`config.mk`:
```
export PLATFORM = sky130hd
export DESIGN_NAME = ahb_to_wishbone
export DESIGN_NICKNAME = d
export VERILOG_FILES = /design/src/rtl/ahb_to_wishbone.sv
export SDC_FILE = /design/constraint.sdc
export NUM_CORES = 1
export LEC_CHECK = 0
export BUFFER_PORTS_ARGS = -buffer_cell sky130_fd_sc_hd__buf_2
export CAP_MARGIN = 5
export CELL_PAD_IN_SITES_DETAIL_PLACEMENT = 0
export CELL_PAD_IN_SITES_GLOBAL_PLACEMENT = 1
export CORE_MARGIN = 2
export CORE_UTILIZATION = 33
export DETAILED_ROUTE_END_ITERATION = 12
export MAX_ROUTING_LAYER = met4
export PLACE_DENSITY_LB_ADDON = 0.1
export SYNTH_ARGS = -nofsm -noshare
export SYNTH_HDL_FRONTEND = slang
export SYNTH_SLANG_ARGS = --single-unit
```
`constraint.sdc`:
```
create_clock -name clk -period 5.05 [get_ports clk]
set_input_delay 0.2525 -clock clk [delete_from_list [all_inputs] [get_ports clk]]
set_output_delay 0.2525 -clock clk [all_outputs]
set_load 0.01 [all_outputs]
```
`src/rtl/ahb_to_wishbone.sv`:
```
// AHB-Lite slave to Wishbone classic master bridge with alignment checks and bus timeout.
// Optional feature macro AHB2WB_RMW_EN: sub-word writes are merged via read-modify-write.
module ahb_to_wishbone #(
  parameter int unsigned TIMEOUT_CYCLES = 1024,
  parameter int unsigned CNT_WIDTH      = 16
) (
  input  logic        clk,
  input  logic        rst,
  input  logic [31:0] haddr,
  input  logic        hwrite,
  input  logic [1:0]  htrans,
  input  logic [2:0]  hsize,
  input  logic [31:0] hwdata,
  output logic [31:0] hrdata,
  output logic        hready,
  output logic        hresp,
  output logic        core_cyc,
  output logic        core_stb,
  output logic        core_we,
  output logic [31:0] core_addr,
  output logic [31:0] core_data_out,
  input  logic [31:0] core_data_in,
  input  logic        core_ack
);

  typedef enum logic [3:0] {
    S_IDLE,
    S_RD,
    S_WR,
`ifdef AHB2WB_RMW_EN
    S_RMW_RD,
    S_RMW_GAP,
    S_RMW_WR,
`endif
    S_RESP,
    S_ERR1,
    S_ERR2
  } state_e;

  localparam bit                   TO_EN   = (TIMEOUT_CYCLES != 0);
  localparam logic [CNT_WIDTH-1:0] TO_LAST = TO_EN ? CNT_WIDTH'(TIMEOUT_CYCLES - 1) : '0;

  state_e                state_q;
  logic [31:0]           hrdata_q;
  logic                  hready_q;
  logic                  hresp_q;
  logic                  cyc_q;
  logic                  stb_q;
  logic                  we_q;
  logic [31:0]           addr_q;
  logic [31:0]           dout_q;
  logic [CNT_WIDTH-1:0]  cnt_q;

  logic                  accept;
  logic                  chk_err;
  logic                  timeout_hit;
  logic                  unused_htrans0;

  assign unused_htrans0 = htrans[0];

`ifdef AHB2WB_RMW_EN
  logic [1:0]  size_q;
  logic [1:0]  off_q;
  logic [31:0] mask;
  logic [31:0] merge_d;

  always_comb begin
    mask    = (size_q == 2'd0) ? 32'h0000_00FF : 32'h0000_FFFF;
    mask    = mask << {off_q, 3'b000};
    merge_d = (core_data_in & ~mask) | (hwdata & mask);
  end
`endif

  always_comb begin
    accept  = hready_q && htrans[1];
    chk_err = 1'b0;
    if (hsize > 3'd2) begin
      chk_err = 1'b1;
    end else if ((hsize == 3'd1) && haddr[0]) begin
      chk_err = 1'b1;
    end else if ((hsize == 3'd2) && (haddr[1:0] != 2'b00)) begin
      chk_err = 1'b1;
`ifndef AHB2WB_RMW_EN
    end else if (hwrite && (hsize != 3'd2)) begin
      chk_err = 1'b1;
`endif
    end
    timeout_hit = TO_EN && (cnt_q == TO_LAST);
  end

  always_ff @(posedge clk) begin
    if (rst) begin
      state_q  <= S_IDLE;
      hrdata_q <= '0;
      hready_q <= 1'b1;
      hresp_q  <= 1'b0;
      cyc_q    <= 1'b0;
      stb_q    <= 1'b0;
      we_q     <= 1'b0;
      addr_q   <= '0;
      dout_q   <= '0;
      cnt_q    <= '0;
`ifdef AHB2WB_RMW_EN
      size_q   <= '0;
      off_q    <= '0;
`endif
    end else begin
      case (state_q)
        S_IDLE, S_RESP, S_ERR2: begin
          if (accept) begin
            addr_q   <= {haddr[31:2], 2'b00};
            hready_q <= 1'b0;
            cnt_q    <= '0;
`ifdef AHB2WB_RMW_EN
            size_q   <= hsize[1:0];
            off_q    <= haddr[1:0];
`endif
            if (chk_err) begin
              state_q <= S_ERR1;
              hresp_q <= 1'b1;
              we_q    <= 1'b0;
            end else begin
              hresp_q <= 1'b0;
              cyc_q   <= 1'b1;
              stb_q   <= 1'b1;
              if (!hwrite) begin
                state_q <= S_RD;
                we_q    <= 1'b0;
`ifdef AHB2WB_RMW_EN
              end else if (hsize != 3'd2) begin
                state_q <= S_RMW_RD;
                we_q    <= 1'b0;
`endif
              end else begin
                state_q <= S_WR;
                we_q    <= 1'b1;
              end
            end
          end else begin
            state_q  <= S_IDLE;
            hready_q <= 1'b1;
            hresp_q  <= 1'b0;
          end
        end

        S_ERR1: begin
          state_q  <= S_ERR2;
          hready_q <= 1'b1;
          hresp_q  <= 1'b1;
        end

`ifdef AHB2WB_RMW_EN
        S_RMW_GAP: begin
          state_q <= S_RMW_WR;
          cyc_q   <= 1'b1;
          stb_q   <= 1'b1;
          we_q    <= 1'b1;
          cnt_q   <= '0;
        end
`endif

        // Remaining states all drive stb; an ack in the limit cycle beats the timeout.
        default: begin
          if (core_ack) begin
            cyc_q <= 1'b0;
            stb_q <= 1'b0;
            we_q  <= 1'b0;
            if (state_q == S_RD) begin
              hrdata_q <= core_data_in;
            end
`ifdef AHB2WB_RMW_EN
            if (state_q == S_RMW_RD) begin
              state_q <= S_RMW_GAP;
              dout_q  <= merge_d;
            end else begin
              state_q  <= S_RESP;
              hready_q <= 1'b1;
              hresp_q  <= 1'b0;
            end
`else
            state_q  <= S_RESP;
            hready_q <= 1'b1;
            hresp_q  <= 1'b0;
`endif
          end else if (timeout_hit) begin
            state_q <= S_ERR1;
            cyc_q   <= 1'b0;
            stb_q   <= 1'b0;
            we_q    <= 1'b0;
            hresp_q <= 1'b1;
          end else begin
            cnt_q <= cnt_q + 1'b1;
          end
        end
      endcase
    end
  end

  assign hrdata        = hrdata_q;
  assign hready        = hready_q;
  assign hresp         = hresp_q;
  assign core_cyc      = cyc_q;
  assign core_stb      = stb_q;
  assign core_we       = we_q;
  assign core_addr     = addr_q;
  assign core_data_out = (state_q == S_WR) ? hwdata : dout_q;

endmodule

```
==> results.toml, run 1 <==
[status]
outcome = "completed"

[grt]
grt_usage = 0.1760
grt_pass1_wl_mm = 15.81
grt_pass1_vias = 3468
overflow = 0
antenna_found_initial = 0
grt_max_degree = 71

[worst_setup_path]
r2r_start = "state_q[2]"
critPathLaunchType = "flop"
crit_required_ns = 5.34
reg2reg_setup_slack_ns = 2.43
startpoint = "state_q[2]"
crit_type = "reg -> reg"
reg2reg_to = "cnt_q[11]"
cp-endpoint = "cnt_q[11]"
end_kind = "flop"
r2r_cells = 5
cp_max_fo = 22
cp.arrival_ns = 2.91

[detailed_routing]
drc = 0
num_vias = 3775
routedLengthMet1_mm = 4.429
wl_met3_um = 796
vias_per_cell = 4.725
drt_iter0_markers = 219
met2_length_mm = 5.067
topRoutingLayerUsed = "met4"
post_drt_wl_per_cell_um = 13.12
ant_nets = 0
finalWirelength_mm = 10.48
drt_first_pass_iters = 4

[sta]
fin_setup_tns_ns = 0
fin_crit_sh = 0.5187
whs_ns = 0.1473
rsz0062_at_grt = "no"
max_freq_mhz = 381.7
tightest_slew_ns = 1.175
finalClockSkew_ns = 0.004833
fin_crit_ns = 2.620
drv_slew = 0
finalSetupViolCount = 0
slew_headroom = 0.2165
hold_viol_final = 0

[yosys]
seq_area_frac_synth = 0.4527
synthCells = 471
synth_commonest_cells = "133 x nand2_1, 84 x dfxtp_1, 67 x a21oi_1, 34 x and2_1, 24 x nor2_1"
synth_top_area_cell = "dfxtp_1"
synth_area_per_cell_sq_um = 7.887
yosysMostFrequentCell = "nand2_1"
netlist.area_leader.share = 0.4527
yosys-top-cells-area = "dfxtp_1 45%, nand2_1 13%, a21oi_1 9.0%"
synth-main-ff-cell = "dfxtp_1"
synth-edff-count = 0
synthArstFlopShare = 0
ys_types = 46
yosys_register_bits = 84
syn_area_sq_mm = 0.003715
yosys_warnings = 0

[cells_and_area]
fin_nets = 760
areaGrowthSynthToFinish_pct = 36.48
fillers = 1103
diodes = 0
drive_gt1_frac = 0.3596

[floorplanning]
io_pins = 206
die_area_sq_mm = 0.01212
fp.dieW_um = 110.1
core-area_sq_mm = 0.01094
fp.dieH_um = 110.1
initial_core_util = 0.3397
rows = 38

[power_and_ir_drop]
p_leak_nw = 2.406
powerDensity_mw_per_mm2 = 435.4
vdd_ir_drop_max_v = 0.0001756

[cts]
clk_latency_ns = 0.34
cts_made_buffers = 9
root_buffer = "clkbuf_16"
cts_setup_buffers = 0
cts-hold-fix-buffers = 0
cts_sinks = 84
cts_tree = "done"
cts_max_path_buffers = 2
clkTransAtPathRegs_ns = 0.06
ctsResizeCount = 0
htree_levels = 3

[hold_path]
hp-class = "in -> reg"
whs_path_depth = 3

[placement]
port_buffers = 202
routabilityCongestion = 0.8150
dp_hpwl_mm = 7.604

[run]
max_cap_viol_count = 0
-- through the flow --
stage | worst slack [ns] | utilization | area, sq um | power (mW) | instances
floorplan | 3.209 | - | 3719 | 1.323 | 472
global placement | 2.500 | 0.4364 | 4772 | 1.559 | 783
detailed placement | 2.421 | 0.4364 | 4772 | 1.576 | 783
CTS | 2.240 | 0.4634 | 5067 | 2.241 | 799
global route | 2.085 | 0.4636 | 5070 | 2.355 | 799
finish | 2.430 | 0.4636 | 5070 | 2.208 | 799
-- sequential cells by signal (all words and copies together), names as in the netlist --
register,flops
cnt_q,16
core_addr,30
core_stb,1
core_we,1
hrdata,32
hready,1
state_q,3
-- layout by cell type, fill, tap and decap left out, drive strengths merged, types with 2 or more instances in the layout --
master	netlist	layout
mux2	5	5
clkinv	0	3
nand2b	2	2
o22ai	2	2
o211ai	2	2
buf	17	206
o21ai	5	5
nor2	26	26
nor3	7	7
inv	5	5
conb	1	2
dfxtp	84	84
nand3b	2	2
and2	34	34
and4	3	3
nor4b	2	2
a21oi	67	67
and3	4	4
a211oi	2	2
nand2	133	133
nor4	4	4
xnor2	4	4
o211a	2	2
clkbuf	18	12
xor2	9	9
nor2b	3	3
nand3	6	6
nand4	11	11
or3	2	2
-- routing by layer --
metal,up-vias,track usage
met2,145,0.2975
met1,1692,0.1985
met5,-,-
met4,0,0.08661
li1,1925,-
met3,13,0.03527
-- worst max-delay path: stages (launching register included) --
cell and delay [ns]:
dfxtp_1 0.59, xor2_1 0.25, o22a_1 0.76, nand2_1 0.55
nor2_1 0.24, mux2_4 0.16
-- where the power goes --
part | switching [mW] | internal (mW)
logic | 0.430 | 0.280
clock network | 0.260 | 0.396
registers | 0.0743 | 0.767
-- layout make-up --
| cell class | instances | area, sq um | share of cell area |
|---|---|---|---|
| clock buffer | 12 | 246.5 | 0.04862 |
| clock inverter | 4 | 48.80 | 0.009625 |
| inverter | 5 | 18.77 | 0.003702 |
| multi-input combinational | 348 | 1858 | 0.3665 |
| sequential | 84 | 1682 | 0.3317 |
| tap | 140 | 175.2 | 0.03455 |
| timing repair buffer | 206 | 1041 | 0.2053 |
-- logic make-up after synthesis --
family / synth area share
other: 0.001009
AO/OA/AOI/OAI: 0.1324
adder cells (fa/ha/maj): 0.003368
XOR/XNOR: 0.03065
buffers and inverters: 0.05187
multiplexers: 0.02290
flip-flops: 0.4527
AND/OR/NAND/NOR: 0.3052
-- worst min path at each step --
| stage | from | endpoint | slack, ns |
|---|---|---|---|
| after floorplan | haddr[10] | core_addr[10] | 0.39 |
| after global placement | core_addr[16] | core_addr[16] | 0.44 |
| after detailed placement | hrdata[4] | hrdata[4] | 0.44 |
| after CTS | haddr[3] | core_addr[3] | 0.13 |
| after global routing | haddr[17] | core_addr[17] | 0.14 |
| final | core_data_in[16] | hrdata[16] | 0.15 |
Power figures use the tool's default switching activity.
==> inputs of run 2 (changes only) <==
--- a/config.mk
+++ b/config.mk
@@ -10,7 +10,7 @@
 export CELL_PAD_IN_SITES_DETAIL_PLACEMENT = 0
 export CELL_PAD_IN_SITES_GLOBAL_PLACEMENT = 1
 export CORE_MARGIN = 2
-export CORE_UTILIZATION = 33
+export CORE_UTILIZATION = 30
 export DETAILED_ROUTE_END_ITERATION = 12
 export MAX_ROUTING_LAYER = met4
 export PLACE_DENSITY_LB_ADDON = 0.1
==> constraint.sdc (replaced) <==
create_clock -name clk -period 2.65 [get_ports clk]
set_input_delay 0.1325 -clock clk [delete_from_list [all_inputs] [get_ports clk]]
set_output_delay 0.1325 -clock clk [all_outputs]
set_load 0.01 [all_outputs]
==> results.toml, run 2 (same netlist as run 1, synthesis figures left out) <==
[cells_and_area]
finalNonFillerCells = 829
largest_reg_flops = 32
multiInputGateArea_sq_mm = 0.001856
layout_common_cells = "202 x buf_2, 133 x nand2_1, 84 x dfxtp_1, 67 x a21oi_1, 34 x and2_1"
fillers = 1240
diodes = 0
ff_latch_area_sq_mm = 0.001682
mostFrequentLayoutCell = "buf_2"
drive_gt1_frac = 0.3631
fin_nets = 763
areaGrowthSynthToFinish_pct = 38.13

[worst_setup_path]
cp_cell_sequence = "nand2b_1, or3_1, nand2_1, a21oi_1"
cpMaxStageDelayCell = "or3_1"
end_kind = "flop"
critPathTopFamily = "simple AND/OR/NAND/NOR gates"
cp_max_fo = 32
critPathLaunchType = "flop"
cp_num_buf_inv = 0
cp_slowest_stage_delay_ns = 0.93
crit_type = "reg -> reg"
cp.arrival_ns = 2.44
crit_required_ns = 2.91

[detailed_routing]
drc = 0
ant_nets = 0
num_vias = 3790
post_drt_wl_per_cell_um = 12.79
vias_per_cell = 4.572
finalWirelength_mm = 10.61
drt_first_pass_iters = 5
drt_iter0_markers = 266

[floorplanning]
fp.dieH_um = 115.3
fp.dieW_um = 115.3
die_area_sq_mm = 0.01329
io_pins = 206
core-area_sq_mm = 0.01206
rows = 40
initial_core_util = 0.3080

[grt]
overflow = 0
grt_pass1_vias = 3348
antenna_found_initial = 0
grt_usage = 0.1602
grt_max_degree = 70
grt_pass1_wl_mm = 16.27

[hold_path]
hp-class = "in -> reg"

[power_and_ir_drop]
p_leak_nw = 2.427
vdd_ir_drop_max_v = 0.0002819
internal_power_mw = 2.781
switchingPower_mw = 1.450
swShare = 0.3427
clockPowerShare = 0.299
comb_power_share = 0.323
powerDensity_mw_per_mm2 = 824.4
pwr-share-seq = 0.378

[sta]
finalSetupViolCount = 0
fin_setup_tns_ns = 0
max_freq_mhz = 458.9
rsz0062_at_grt = "no"
slew_headroom = 0.2164
drv_slew = 0
fin_crit_ns = 2.179
fin_crit_sh = 0.8223
hold_viol_final = 0
finalClockSkew_ns = 0.007280
tightest_slew_ns = 1.175

[placement]
dp_hpwl_mm = 7.731
routabilityCongestion = 0.7636
dp_cells = 814
port_buffers = 202

[cts]
cts_max_path_buffers = 2
cts-hold-fix-buffers = 0
root_buffer = "clkbuf_16"
ctsResizeCount = 0
clk_latency_ns = 0.34
cts_made_buffers = 9
clkTransAtPathRegs_ns = 0.06
htree_levels = 3
cts_sinks = 84
cts_setup_buffers = 0
cts_tree = "done"

[run]
max_cap_viol_count = 0

[status]
outcome = "completed"
[run 2: changes by cell type in the layout (fill, tap and decap cells not counted)]
cell | previous run | this run
nor2_2 | 2 | 1
nor2_1 | 23 | 24
buf_4 | 4 | 7
clkbuf_1 | 2 | 0
clkbuf_8 | 1 | 2
[run 2: path summary, 6_finish.rpt]
| path | startpoint | to | slack (ns) | cells past startpoint |
|---|---|---|---|---|
| worst max-delay path | state_q[2] | hrdata[4] | 0.47 | 4 |
| worst min-delay path | core_data_in[20] | hrdata[20] | 0.03 | 3 |
| worst max register to register | state_q[2] | hrdata[4] | 0.47 | 4 |
| worst min register to register | core_addr[18] | core_addr[18] | 0.45 | 2 |
[run 2: worst min-delay path, stage by stage]
cell and delay (ns):
buf_2 0.09, nand2_1 0.04, a21oi_1 0.05
[run 2: area by class of cell]
| class | instances | share of cell area |
|---|---|---|
| Multi-Input combinational cell | 348 | 0.3616 |
| Sequential cell | 84 | 0.3277 |
| Timing Repair Buffer | 209 | 0.2073 |
| Clock buffer | 11 | 0.04926 |
| Tap cell | 168 | 0.04097 |
| Clock inverter | 4 | 0.009510 |
| Inverter | 5 | 0.003658 |
[run 2: power by group through the flow]
stage | Sequential (mW) | Clock [mW] | Combinational, mW
floorplan | 1.67 | 0 | 0.848
global placement | 1.62 | 0 | 1.38
detailed placement | 1.63 | 0 | 1.39
CTS | 1.60 | 1.30 | 1.39
global route | 1.63 | 1.35 | 1.55
finish | 1.60 | 1.27 | 1.36
[run 2: routing by layer]
layer,GRT usage,vias up,share of wire
met5,-,-,0
met4,0.04739,0,0.013
met3,0.04428,12,0.080
met2,0.2569,165,0.47
met1,0.1970,1684,0.44
li1,-,1929,-
[run 2: per-stage QoR]
stage	instance area (sq um)	hold slack [ns]	utilization	setup WS, ns	power, mW
after global routing	5131	0.01842	0.4254	0.1850	4.524
after detailed placement	4830	0.3794	0.4004	0.4592	3.018
after CTS	5131	0.01827	0.4254	0.4478	4.291
after global placement	4830	0.3734	0.4004	0.4861	2.998
after floorplan	3719	0.2685	-	0.8090	2.522
final	5131	0.02598	0.4254	0.4710	4.230
